$ cat src/rtl/pipelined_adder.sv
// pipelined_adder: WIDTH-bit ripple-carry adder with its carry chain cut into
// STAGES equal segments, one register boundary per segment, valid/ready on
// both sides. Optional signed-overflow output is built when the macro
// ADDER_OVERFLOW_EN is defined; the default build has no overflow port.
//
// Handshake: a beat moves across an interface on a rising edge where both
// valid and ready are 1. The whole pipeline advances as one unit when the
// output slot is empty or being drained (adv = !out_valid || out_ready), so
// in_ready is exactly adv and nothing inside the pipe moves while it is 0.
// Valid never depends on ready on the input side; out_valid is registered.
module pipelined_adder #(
  parameter int WIDTH  = 32,
  parameter int STAGES = 4
) (
  input  logic             clk,
  input  logic             rst,
  input  logic             in_valid,
  output logic             in_ready,
  input  logic [WIDTH-1:0] a,
  input  logic [WIDTH-1:0] b,
  input  logic             cin,
  output logic             out_valid,
  input  logic             out_ready,
  output logic [WIDTH-1:0] sum,
  output logic             cout
`ifdef ADDER_OVERFLOW_EN
  ,
  output logic             overflow
`endif
);

  localparam int SEG = WIDTH / STAGES;

  // Per-stage registers: valid flag, partially completed sum, the operands
  // (only segments above the stage's carry position are consumed further
  // down), and the carry leaving the segment just added.
  logic [STAGES-1:0]            valid_q, valid_d;
  logic [STAGES-1:0][WIDTH-1:0] sum_q, sum_d;
  logic [STAGES-1:0][WIDTH-1:0] opa_q, opa_d;
  logic [STAGES-1:0][WIDTH-1:0] opb_q, opb_d;
  logic [STAGES-1:0]            carry_q, carry_d;
  logic                         adv;

  // Adds segment k of the operands plus the incoming carry and merges it into
  // the partial sum; returns {carry_out, merged_sum}.
  function automatic logic [WIDTH:0] seg_add(
    input logic [WIDTH-1:0] op_a,
    input logic [WIDTH-1:0] op_b,
    input logic [WIDTH-1:0] part,
    input logic             c,
    input int               k
  );
    logic [SEG:0]     r;
    logic [WIDTH-1:0] s;
    r = {1'b0, op_a[k*SEG +: SEG]} + {1'b0, op_b[k*SEG +: SEG]} + {{SEG{1'b0}}, c};
    s = part;
    s[k*SEG +: SEG] = r[SEG-1:0];
    return {r[SEG], s};
  endfunction

  // Global advance: the pipe moves only when the last stage can hand off.
  always_comb begin
    adv = !valid_q[STAGES-1] || out_ready;
  end

  assign in_ready = adv;

  // Next contents of every stage: stage 0 from the input port, stage k from
  // stage k-1, each adding its own segment.
  always_comb begin
    valid_d = '0;
    sum_d   = '0;
    opa_d   = '0;
    opb_d   = '0;
    carry_d = '0;

    valid_d[0] = in_valid;
    opa_d[0]   = a;
    opb_d[0]   = b;
    {carry_d[0], sum_d[0]} = seg_add(a, b, {WIDTH{1'b0}}, cin, 0);

    for (int k = 1; k < STAGES; k++) begin
      valid_d[k] = valid_q[k-1];
      opa_d[k]   = opa_q[k-1];
      opb_d[k]   = opb_q[k-1];
      {carry_d[k], sum_d[k]} = seg_add(opa_q[k-1], opb_q[k-1], sum_q[k-1],
                                       carry_q[k-1], k);
    end
  end

  // Stage registers: cleared by reset, loaded together on advance, otherwise held.
  // Data fields load regardless of their valid bit.
  always_ff @(posedge clk or posedge rst) begin
    if (rst) begin
      valid_q <= '0;
      sum_q   <= '0;
      opa_q   <= '0;
      opb_q   <= '0;
      carry_q <= '0;
    end else if (adv) begin
      valid_q <= valid_d;
      sum_q   <= sum_d;
      opa_q   <= opa_d;
      opb_q   <= opb_d;
      carry_q <= carry_d;
    end
  end

  // The last stage's operand copy has no consumer; it is kept only so every
  // stage has the same shape.
  logic unused_last_ops;
  assign unused_last_ops = ^{opa_q[STAGES-1], opb_q[STAGES-1]};

`ifdef ADDER_OVERFLOW_EN
  logic ovf_q, ovf_d;

  // Signed overflow of the finished sum, evaluated as the final stage loads;
  // the operand sign bits ride along in the operand registers.
  always_comb begin
    ovf_d = (opa_d[STAGES-1][WIDTH-1] == opb_d[STAGES-1][WIDTH-1]) &&
            (sum_d[STAGES-1][WIDTH-1] != opa_d[STAGES-1][WIDTH-1]);
  end

  // Overflow register shares the final stage's reset and advance behaviour.
  always_ff @(posedge clk or posedge rst) begin
    if (rst) begin
      ovf_q <= 1'b0;
    end else if (adv) begin
      ovf_q <= ovf_d;
    end
  end

  assign overflow = ovf_q;
`endif

  assign out_valid = valid_q[STAGES-1];
  assign sum       = sum_q[STAGES-1];
  assign cout      = carry_q[STAGES-1];

endmodule

$ cat config.mk
export PLATFORM = sky130hd
export DESIGN_NAME = pipelined_adder
export DESIGN_NICKNAME = d
export VERILOG_FILES = /design/src/rtl/pipelined_adder.sv
export SDC_FILE = /design/constraint.sdc
export NUM_CORES = 1
export LEC_CHECK = 0
export ABC_AREA = 1
export CAP_MARGIN = 0
export CORE_MARGIN = 5
export CORE_UTILIZATION = 40
export DETAILED_ROUTE_END_ITERATION = 7
export SYNTH_ARGS = -nofsm -noshare
export SYNTH_HDL_FRONTEND = slang
export SYNTH_SLANG_ARGS = --single-unit
$ cat constraint.sdc
create_clock -name clk -period 11 [get_ports clk]
set_clock_uncertainty 0.15 [all_clocks]
set_input_delay 1.65 -clock clk [delete_from_list [all_inputs] [get_ports clk]]
set_output_delay 1.65 -clock clk [all_outputs]
set_load 0.02 [all_outputs]
==> impl_metrics.yaml, run 1 <==
drt:
  routed_via_density: 4.60
  wire_per_inst_um: 12.5
  dr.first_iter.drc_count: 283
  drt_pass1_iterations: 5
  vias: 6033
  drc: 0
  drt-total-wl_mm: 16.4
  detail-route-antenna-nets: 0
finish:
  diodes: 0
  multi_input_area_um2: 3020
  final_nets: 1135
  n_fill_cell: 1979
  seqCellArea_um2: 4600
  syn2layout_area_growth_pct: 22.4
  drive_gt1_share_pct: 4.32
critical_path:
  reg2regPathDepth: 6
  reg2reg_to: "carry_q[0]"
  slowest_stage: "clkdlybuf4s50_1"
  path_cells: "clkdlybuf4s50_1 -> nor2_4 -> inv_6 -> clkdlybuf4s50_1"
  cp_max_fo: 91
  r2r-start: "valid_q[3]"
  crit_type: "in -> out"
  startpoint: "out_ready"
  cp.arrival_ps: 3780
  startpoint_type: "input pin"
  max_stage_delay_ps: 660
  endpoint_kind: "output port"
  timing.reg2reg.setup_slack_ps: 8160
  crit_required_ps: 9200
  cpMostUsedCell: "clkdlybuf4s50_1"
floorplan:
  die_width_um: 153
  initial_core_util_pct: 40.5
  dieArea_um2: 23400
  die_h_um: 153
  ios: 104
  rows: 52
  core_area_um2: 20200
placement:
  io_buffers: 103
  place_ws_ps: 5400
  dp_hpwl_mm: 10.9
  place_congestion: 0.767
cts:
  htree_levels: 4
  clock_latency_ps: 430
  cts-root-buf: "clkbuf_16"
  cts_setup_buffers: 0
  cts_tree: "done"
  cts_buffers: 17
  clkTransAtPathRegs_ps: 70
  clock-sinks: 184
  cts_resized: 0
  max-clock-path-buffers: 2
  ctsHoldBuffers: 0
synth:
  yosys-top-cells-count: "380 x nand2_1, 184 x dfrtp_1, 93 x inv_1, 62 x o21ai_0, 40 x o21ai_1"
  yosys-top-cells-area: "dfrtp_1 56%, nand2_1 17%, ha_1 4.3%, inv_1 4.3%, o21ai_0 3.8%"
  synth_edf_count: 0
  synth_simple_gate_area_share_pct: 22.3
  yosys.cell_count.top_type: "nand2_1"
  synthMuxAreaShare_pct: 0
  syn_nets: 1048
  yosysWarnings: 0
  async_reset_ff_share_pct: 100
  syn_avg_cell_area_um2: 8.67
  ys_ff_latch: 184
  syn_inst: 943
  synthFlopType: "dfrtp_1"
  syn_area_um2: 8170
  synth_xor_area_share_pct: 0
  yosysTopAreaCellShare_pct: 56.3
  ys_seq_area_share_pct: 56.3
  synth_cell_types: 24
  synth_top_area_cell: "dfrtp_1"
  synth_compound_area_share_pct: 8.48
  synth_top_family_by_area: "simple AND/OR/NAND/NOR gates"
  yosys.area_share.adder_pct: 6.25
timing:
  final-setup-viol-count: 0
  setup_ws_ps: 5420
  hold_viol: 0
  tns_ps: 0
  maxSlewHeadroom_pct: 32.4
  finalMaxSlewViolations: 0
  tightest_slew_ps: 1010
  rsz0062_at_grt: "false"
  period_needed_ps: 5580
  finalCritPeriodShare_pct: 50.8
  fmax_mhz: 179
grt:
  grt_usage_pct: 14.6
  grt_max_degree: 116
  antenna_found_initial: 0
  grt-ovfl-total: 0
  grt_pass1_vias: 5852
  grt_first_pass_wirelength_mm: 28.4
power:
  ir_drop_mv: 0.129
  power.leakage_nw: 5.04
  powerDensity_nw_per_um2: 285
status:
  status: "finished, final reports clean"
job:
  maxCapViolCount: 0
worst_hold_path:
  hold_path.class: "reg -> reg"
  hold_end: "opb_d[123]"
  holdCritStartpoint: "opb_d[91]"
  whs_path_depth: 2
## report_power, final
group / total [mW] / switching, mW / internal, mW / leakage, nW
Sequential: 1.13 / 0.156 / 0.970 / 2.22
Combinational: 1.09 / 0.647 / 0.443 / 2.52
Clock: 0.636 / 0.264 / 0.372 / 0.302
Total: 2.85 / 1.07 / 1.78 / 5.04
## cell usage in the layout (no fill, tap or decap), types with 7 or more instances in the layout
cell / synthesis / routed
dfrtp_1: 184 / 184
o21ai_0: 62 / 62
clkdlybuf4s50_1: 0 / 103
nand3_1: 36 / 36
ha_1: 28 / 28
nor2_1: 21 / 21
or2_2: 7 / 7
fa_1: 8 / 8
nand2_1: 380 / 380
inv_1: 93 / 92
clkbuf_16: 0 / 17
a21oi_1: 18 / 18
o21ai_1: 40 / 40
nand3b_1: 8 / 8
o22ai_1: 9 / 9
## sequential cells by signal, summed over array words and instances (netlist names)
| register | flops |
|---|---|
| opa_d | 48 |
| opb_d | 48 |
| sum_d | 48 |
| sum | 32 |
| carry_q | 4 |
| valid_q | 4 |
## per-layer routing
layer / global-route usage, % / vias up / wire length [um]
li1: - / 3140 / -
met1: 20.7 / 2798 / 8080
met2: 22.4 / 79 / 7510
met3: 3.70 / 16 / 630
met4: 4.20 / 0 / 187
met5: 0 / - / 0
## worst max-delay path by stage
stage / end / slack, ps / cells past startpoint
final: in_ready / 5420 / 4
after global routing: in_ready / 5260 / 4
after CTS: in_ready / 5380 / 4
after detailed placement: in_ready / 5400 / 4
after global placement: in_ready / 5420 / 4
after floorplan: carry_q[0] / 4200 / 1
## stage by stage
stage | hold WS [ps] | cell area [um^2] | std cells | power [mW] | utilization, %
3_5_place_dp | 304 | 9390 | 1281 | 2.24 | 46.6
2_1_floorplan | 273 | 8170 | 943 | 1.88 | -
6_report | 316 | 10000 | 1312 | 2.85 | 49.6
5_1_grt | 328 | 10000 | 1312 | 3.10 | 49.6
3_3_place_gp | 303 | 9390 | 1281 | 2.22 | 46.6
4_1_cts | 319 | 10000 | 1312 | 2.89 | 49.6
## critical path: cells and delay by family
kind,cells,cell delay [ps]
simple gates,1,580
buf+inv,3,1480
## layout make-up
| class | count | share of cell area [%] |
|---|---|---|
| Clock inverter | 12 | 1.66 |
| Multi-Input combinational cell | 626 | 30.2 |
| Timing Repair Buffer | 107 | 10.6 |
| Clock buffer | 19 | 4.53 |
| Inverter | 94 | 3.63 |
| Sequential cell | 184 | 46.0 |
| Tap cell | 270 | 3.38 |
## kinds of logic after synthesis
family | count (synthesis)
simple gates | 456
buf+inv | 133
compound gates | 134
flops | 184
fa+ha+maj | 36
No activity file was read; power rests on OpenSTA's default activity.
==> inputs of run 2 (changes only) <==
Clock period 11 ns to 5.45 ns, I/O delays scaled along.
==> run 2 against run 1 <==
Effect of this change:
- clock power up 92%
- sequential power increased by 100%
- via count is 1.4% lower
- worst setup slack lost 3800 ps
- power is 99% higher
- first-iteration DRC count grew 31%
- largest cell class unchanged
- largest power group unchanged
==> impl_metrics.yaml, run 2 (synthesis results as in run 1) <==
floorplan:
  rows: 52
  dieArea_um2: 23400
  ios: 104
  initial_core_util_pct: 40.5
  die_h_um: 153
  core_area_um2: 20200
  die_width_um: 153
grt:
  grt-ovfl-total: 0
  grt_pass1_vias: 5597
  grt_usage_pct: 13.9
  antenna_found_initial: 0
  grt_max_degree: 185
  grt_first_pass_wirelength_mm: 27.0
finish:
  mostFrequentLayoutCells: "380 x nand2_1, 184 x dfrtp_1, 103 x clkdlybuf4s50_1"
  diodes: 0
  syn2layout_area_growth_pct: 22.1
  final_nets: 1135
  drive_gt1_share_pct: 4.03
  n_fill_cell: 1966
  final_common_cell: "nand2_1"
timing:
  tightest_slew_ps: 985
  finalMaxSlewViolations: 0
  hold_viol: 0
  final-setup-viol-count: 0
  rsz0062_at_grt: "false"
  period_needed_ps: 3800
  tns_ps: 0
  finalCritPeriodShare_pct: 69.7
  fmax_mhz: 263
  maxSlewHeadroom_pct: 34.3
  hold_slack_ps: 306
  setup_ws_ps: 1650
cts:
  max-clock-path-buffers: 2
  clock-sinks: 184
  cts_resized: 0
  clock_latency_ps: 420
  cts_setup_buffers: 0
  cts_buffers: 17
  cts-root-buf: "clkbuf_16"
  htree_levels: 4
  cts_tree: "done"
  ctsHoldBuffers: 0
  clkTransAtPathRegs_ps: 60
placement:
  io_buffers: 103
  dp_hpwl_mm: 10.4
  place_congestion: 0.787
  place_ws_ps: 1630
power:
  power_frac_seq_pct: 40.2
  clkPwrFrac_pct: 21.5
  netSwitchingFraction_pct: 37.3
  p_comb_share_pct: 38.3
  internal_power_mw: 3.55
  p_switching_mw: 2.11
  powerDensity_nw_per_um2: 567
  ir_drop_mv: 0.253
  power.leakage_nw: 5.02
critical_path:
  timing.reg2reg.setup_slack_ps: 2630
  endpoint_kind: "output port"
  startpoint_type: "input pin"
  cp.arrival_ps: 2830
  cp_max_fo: 88
  crit_required_ps: 4480
  crit_type: "in -> out"
drt:
  wire_per_inst_um: 12.2
  detail-route-antenna-nets: 0
  vias: 5950
  drt-total-wl_mm: 16.0
  routed_via_density: 4.54
  dr.first_iter.drc_count: 372
  wl_met2_mm: 7.17
  drc: 0
  wl_met3_um: 518
  drt_pass1_iterations: 4
  wl_met1_mm: 8.18
  highest_layer: "met4"
status:
  status: "finished, final reports clean"
worst_hold_path:
  hold_path.class: "reg -> reg"
job:
  maxCapViolCount: 0
run 2: area by class of cell:
cell class | count | area [um^2] | share of cell area (%)
Clock buffer | 22 | 464 | 4.65
Clock inverter | 9 | 118 | 1.18
Tap cell | 270 | 338 | 3.38
Inverter | 94 | 362 | 3.62
Sequential cell | 184 | 4600 | 46.1
Timing Repair Buffer | 107 | 1070 | 10.8
Multi-Input combinational cell | 626 | 3020 | 30.3
run 2: worst paths after layout:
check                           start         end  cells after the start
setup / recovery            out_ready    in_ready                      4
hold / removal             valid_q[2]  valid_q[3]                      2
setup reg to reg           valid_q[3]     sum[14]                      5
hold reg to reg            valid_q[2]  valid_q[3]                      2
max in group asynchronous         rst     sum[30]                      3
min in group asynchronous         rst   opb_d[60]                      3
run 2: per-stage QoR:
stage,utilization (%),total power [mW],cell area (um^2),instances
after floorplan,-,3.80,8180,943
after global placement,46.6,4.46,9400,1281
after detailed placement,46.6,4.50,9400,1281
after CTS,49.5,5.75,9980,1312
after global routing,49.5,6.17,9980,1312
final,49.5,5.66,9980,1312
run 2: per-layer routing:
| metal | track usage [%] | up-vias |
|---|---|---|
| li1 | - | 3136 |
| met1 | 20.3 | 2722 |
| met2 | 20.7 | 77 |
| met3 | 3.28 | 15 |
| met4 | 4.37 | 0 |
| met5 | 0 | - |
run 2: power by group through the flow:
| stage | Clock [mW] | Sequential [mW] | Combinational [mW] |
|---|---|---|---|
| after global routing | 1.31 | 2.34 | 2.51 |
| final | 1.22 | 2.27 | 2.17 |
| after floorplan | 0 | 2.36 | 1.44 |
| after global placement | 0 | 2.30 | 2.16 |
| after CTS | 1.26 | 2.28 | 2.22 |
| after detailed placement | 0 | 2.30 | 2.20 |
run 2: critical path, stage by stage:
cell	delay (ps)
clkdlybuf4s50_1	440
nor2_4	520
inv_6	350
clkdlybuf4s50_1	650
==> inputs of run 3 (changes only) <==
Clock period 5.45 ns to 3.2 ns, I/O delays scaled along.
==> run 3 against run 2 <==
Effect of this change:
- hold slack worse by 74 ps
- critical endpoint unchanged
- non-clock buffer count is 2 higher
- via count rose by 0.69%
- clock power up 70%
- first-iteration DRC count down 18%
- critical path type unchanged
- highest routed layer unchanged
- register-to-register slack worse by 1500 ps
- routed wire length up 1.6%
- utilization is 0.47 points higher
- sequential share of layout area is 0.43 points lower
- clock-buffer cell count increased by 2
==> impl_metrics.yaml, run 3 (synthesis results as in run 1) <==
drt:
  detail-route-antenna-nets: 0
  drc: 0
  dr.first_iter.drc_count: 304
  vias: 5991
  routed_via_density: 4.56
  drt_pass1_iterations: 6
  wire_per_inst_um: 12.4
  drt-total-wl_mm: 16.3
critical_path:
  path_cells: "clkdlybuf4s50_1 -> nor2_4 -> inv_6 -> clkdlybuf4s50_1"
  crit_type: "in -> out"
  endpoint_kind: "output port"
  max_stage_delay_ps: 540
  cp_top_family: "buffers and inverters"
  reg2reg_to: "sum_d[78]"
  crit_buf_inv: 3
  cp_max_fo: 2
  cp.arrival_ps: 1780
  cpMostUsedCell: "clkdlybuf4s50_1"
  timing.reg2reg.setup_slack_ps: 1080
  reg2regPathDepth: 9
  r2r-start: "opa_d[40]"
  slowest_stage: "clkdlybuf4s50_1"
  startpoint_type: "input pin"
  crit_required_ps: 2570
floorplan:
  die_width_um: 153
  rows: 52
  dieArea_um2: 23400
  die_h_um: 153
  initial_core_util_pct: 40.5
  core_area_um2: 20200
  ios: 104
placement:
  io_buffers: 103
  place_congestion: 0.778
  dp_hpwl_mm: 10.6
timing:
  tightest_slew_ps: 745
  maxSlewHeadroom_pct: 50.3
  rsz0062_at_grt: "false"
  hold_viol: 0
  finalCritPeriodShare_pct: 75.3
  finalMaxSlewViolations: 0
  period_needed_ps: 2410
  tns_ps: 0
  fmax_mhz: 415
  final-setup-viol-count: 0
grt:
  antenna_found_initial: 0
  grt_pass1_vias: 5789
  grt_usage_pct: 14.4
  grt_first_pass_wirelength_mm: 28.0
  grt-ovfl-total: 0
  grt_max_degree: 188
cts:
  clock-sinks: 184
  cts_setup_buffers: 0
  clkTransAtPathRegs_ps: 70
  max-clock-path-buffers: 2
  htree_levels: 4
  cts-root-buf: "clkbuf_16"
  cts_tree: "done"
  ctsHoldBuffers: 0
  cts_resized: 0
  clock_latency_ps: 430
  cts_buffers: 17
finish:
  multi_input_area_um2: 3020
  final_common_cell: "nand2_1"
  diodes: 0
  final_nets: 1137
  n_fill_cell: 1979
  drive_gt1_share_pct: 4.50
  mostFrequentLayoutCells: "380 x nand2_1, 184 x dfrtp_1, 103 x clkdlybuf4s50_1"
  syn2layout_area_growth_pct: 23.3
  finish.utilization_pct: 50.0
  seqCellArea_um2: 4600
power:
  clkPwrFrac_pct: 21.5
  power.leakage_nw: 5.06
  powerDensity_nw_per_um2: 961
  p_comb_share_pct: 38.6
  p_switching_mw: 3.61
  power_frac_seq_pct: 39.9
  ir_drop_mv: 0.396
  netSwitchingFraction_pct: 37.3
  internal_power_mw: 6.08
job:
  maxCapViolCount: 0
worst_hold_path:
  hold_path.class: "in -> async"
status:
  status: "finished, final reports clean"
==> run 3: cell type report <==
type | count | share of cell area, %
flip-flops and latches | 184 | 45.7
multi-input cells | 626 | 30.0
repair buffers | 109 | 11.4
clock buffers | 24 | 5.08
inverters | 94 | 3.59
well taps | 270 | 3.35
clock inverters | 8 | 0.857
==> run 3: layer usage <==
layer / vias to the layer above / GRT usage (%) / wire, um
li1: 3137 / - / -
met1: 2759 / 20.6 / 8270
met2: 81 / 21.9 / 7220
met3: 14 / 3.14 / 602
met4: 0 / 4.96 / 212
met5: - / 0 / 0
==> run 3: worst register-to-register path: cells and delay by family (launching register included) <==
| kind | cells | cell delay (ps) |
|---|---|---|
| adder cells (fa/ha/maj) | 2 | 880 |
| AND/OR/NAND/NOR | 7 | 640 |
| flip-flops | 1 | 400 |
==> run 3: worst max path at each step <==
stage	depth (start not counted)	end	slack [ps]	start
after floorplan	1	carry_q[0]	210	rst
after global placement	10	sum_d[38]	650	a[0]
after detailed placement	10	sum_d[38]	640	a[0]
after CTS	4	in_ready	780	out_ready
after global routing	4	in_ready	760	out_ready
final	4	in_ready	790	out_ready
==> run 3: power by group through the flow <==
stage	sequential [mW]	clock [mW]	combinational (mW)
4_1_cts	3.88	2.15	3.82
2_1_floorplan	4.02	0	2.45
5_1_grt	3.99	2.25	4.33
3_3_place_gp	3.90	0	3.72
3_5_place_dp	3.90	0	3.80
6_report	3.86	2.08	3.74
==> run 3: through the flow <==
step	hold WS, ps	power (mW)	setup WS, ps	instance area [um^2]	instances
after floorplan	273	6.48	205	8180	943
after global placement	285	7.62	645	9480	1283
after detailed placement	286	7.70	638	9480	1283
after CTS	221	9.84	782	10100	1315
after global routing	228	10.6	763	10100	1315
final	232	9.69	790	10100	1315
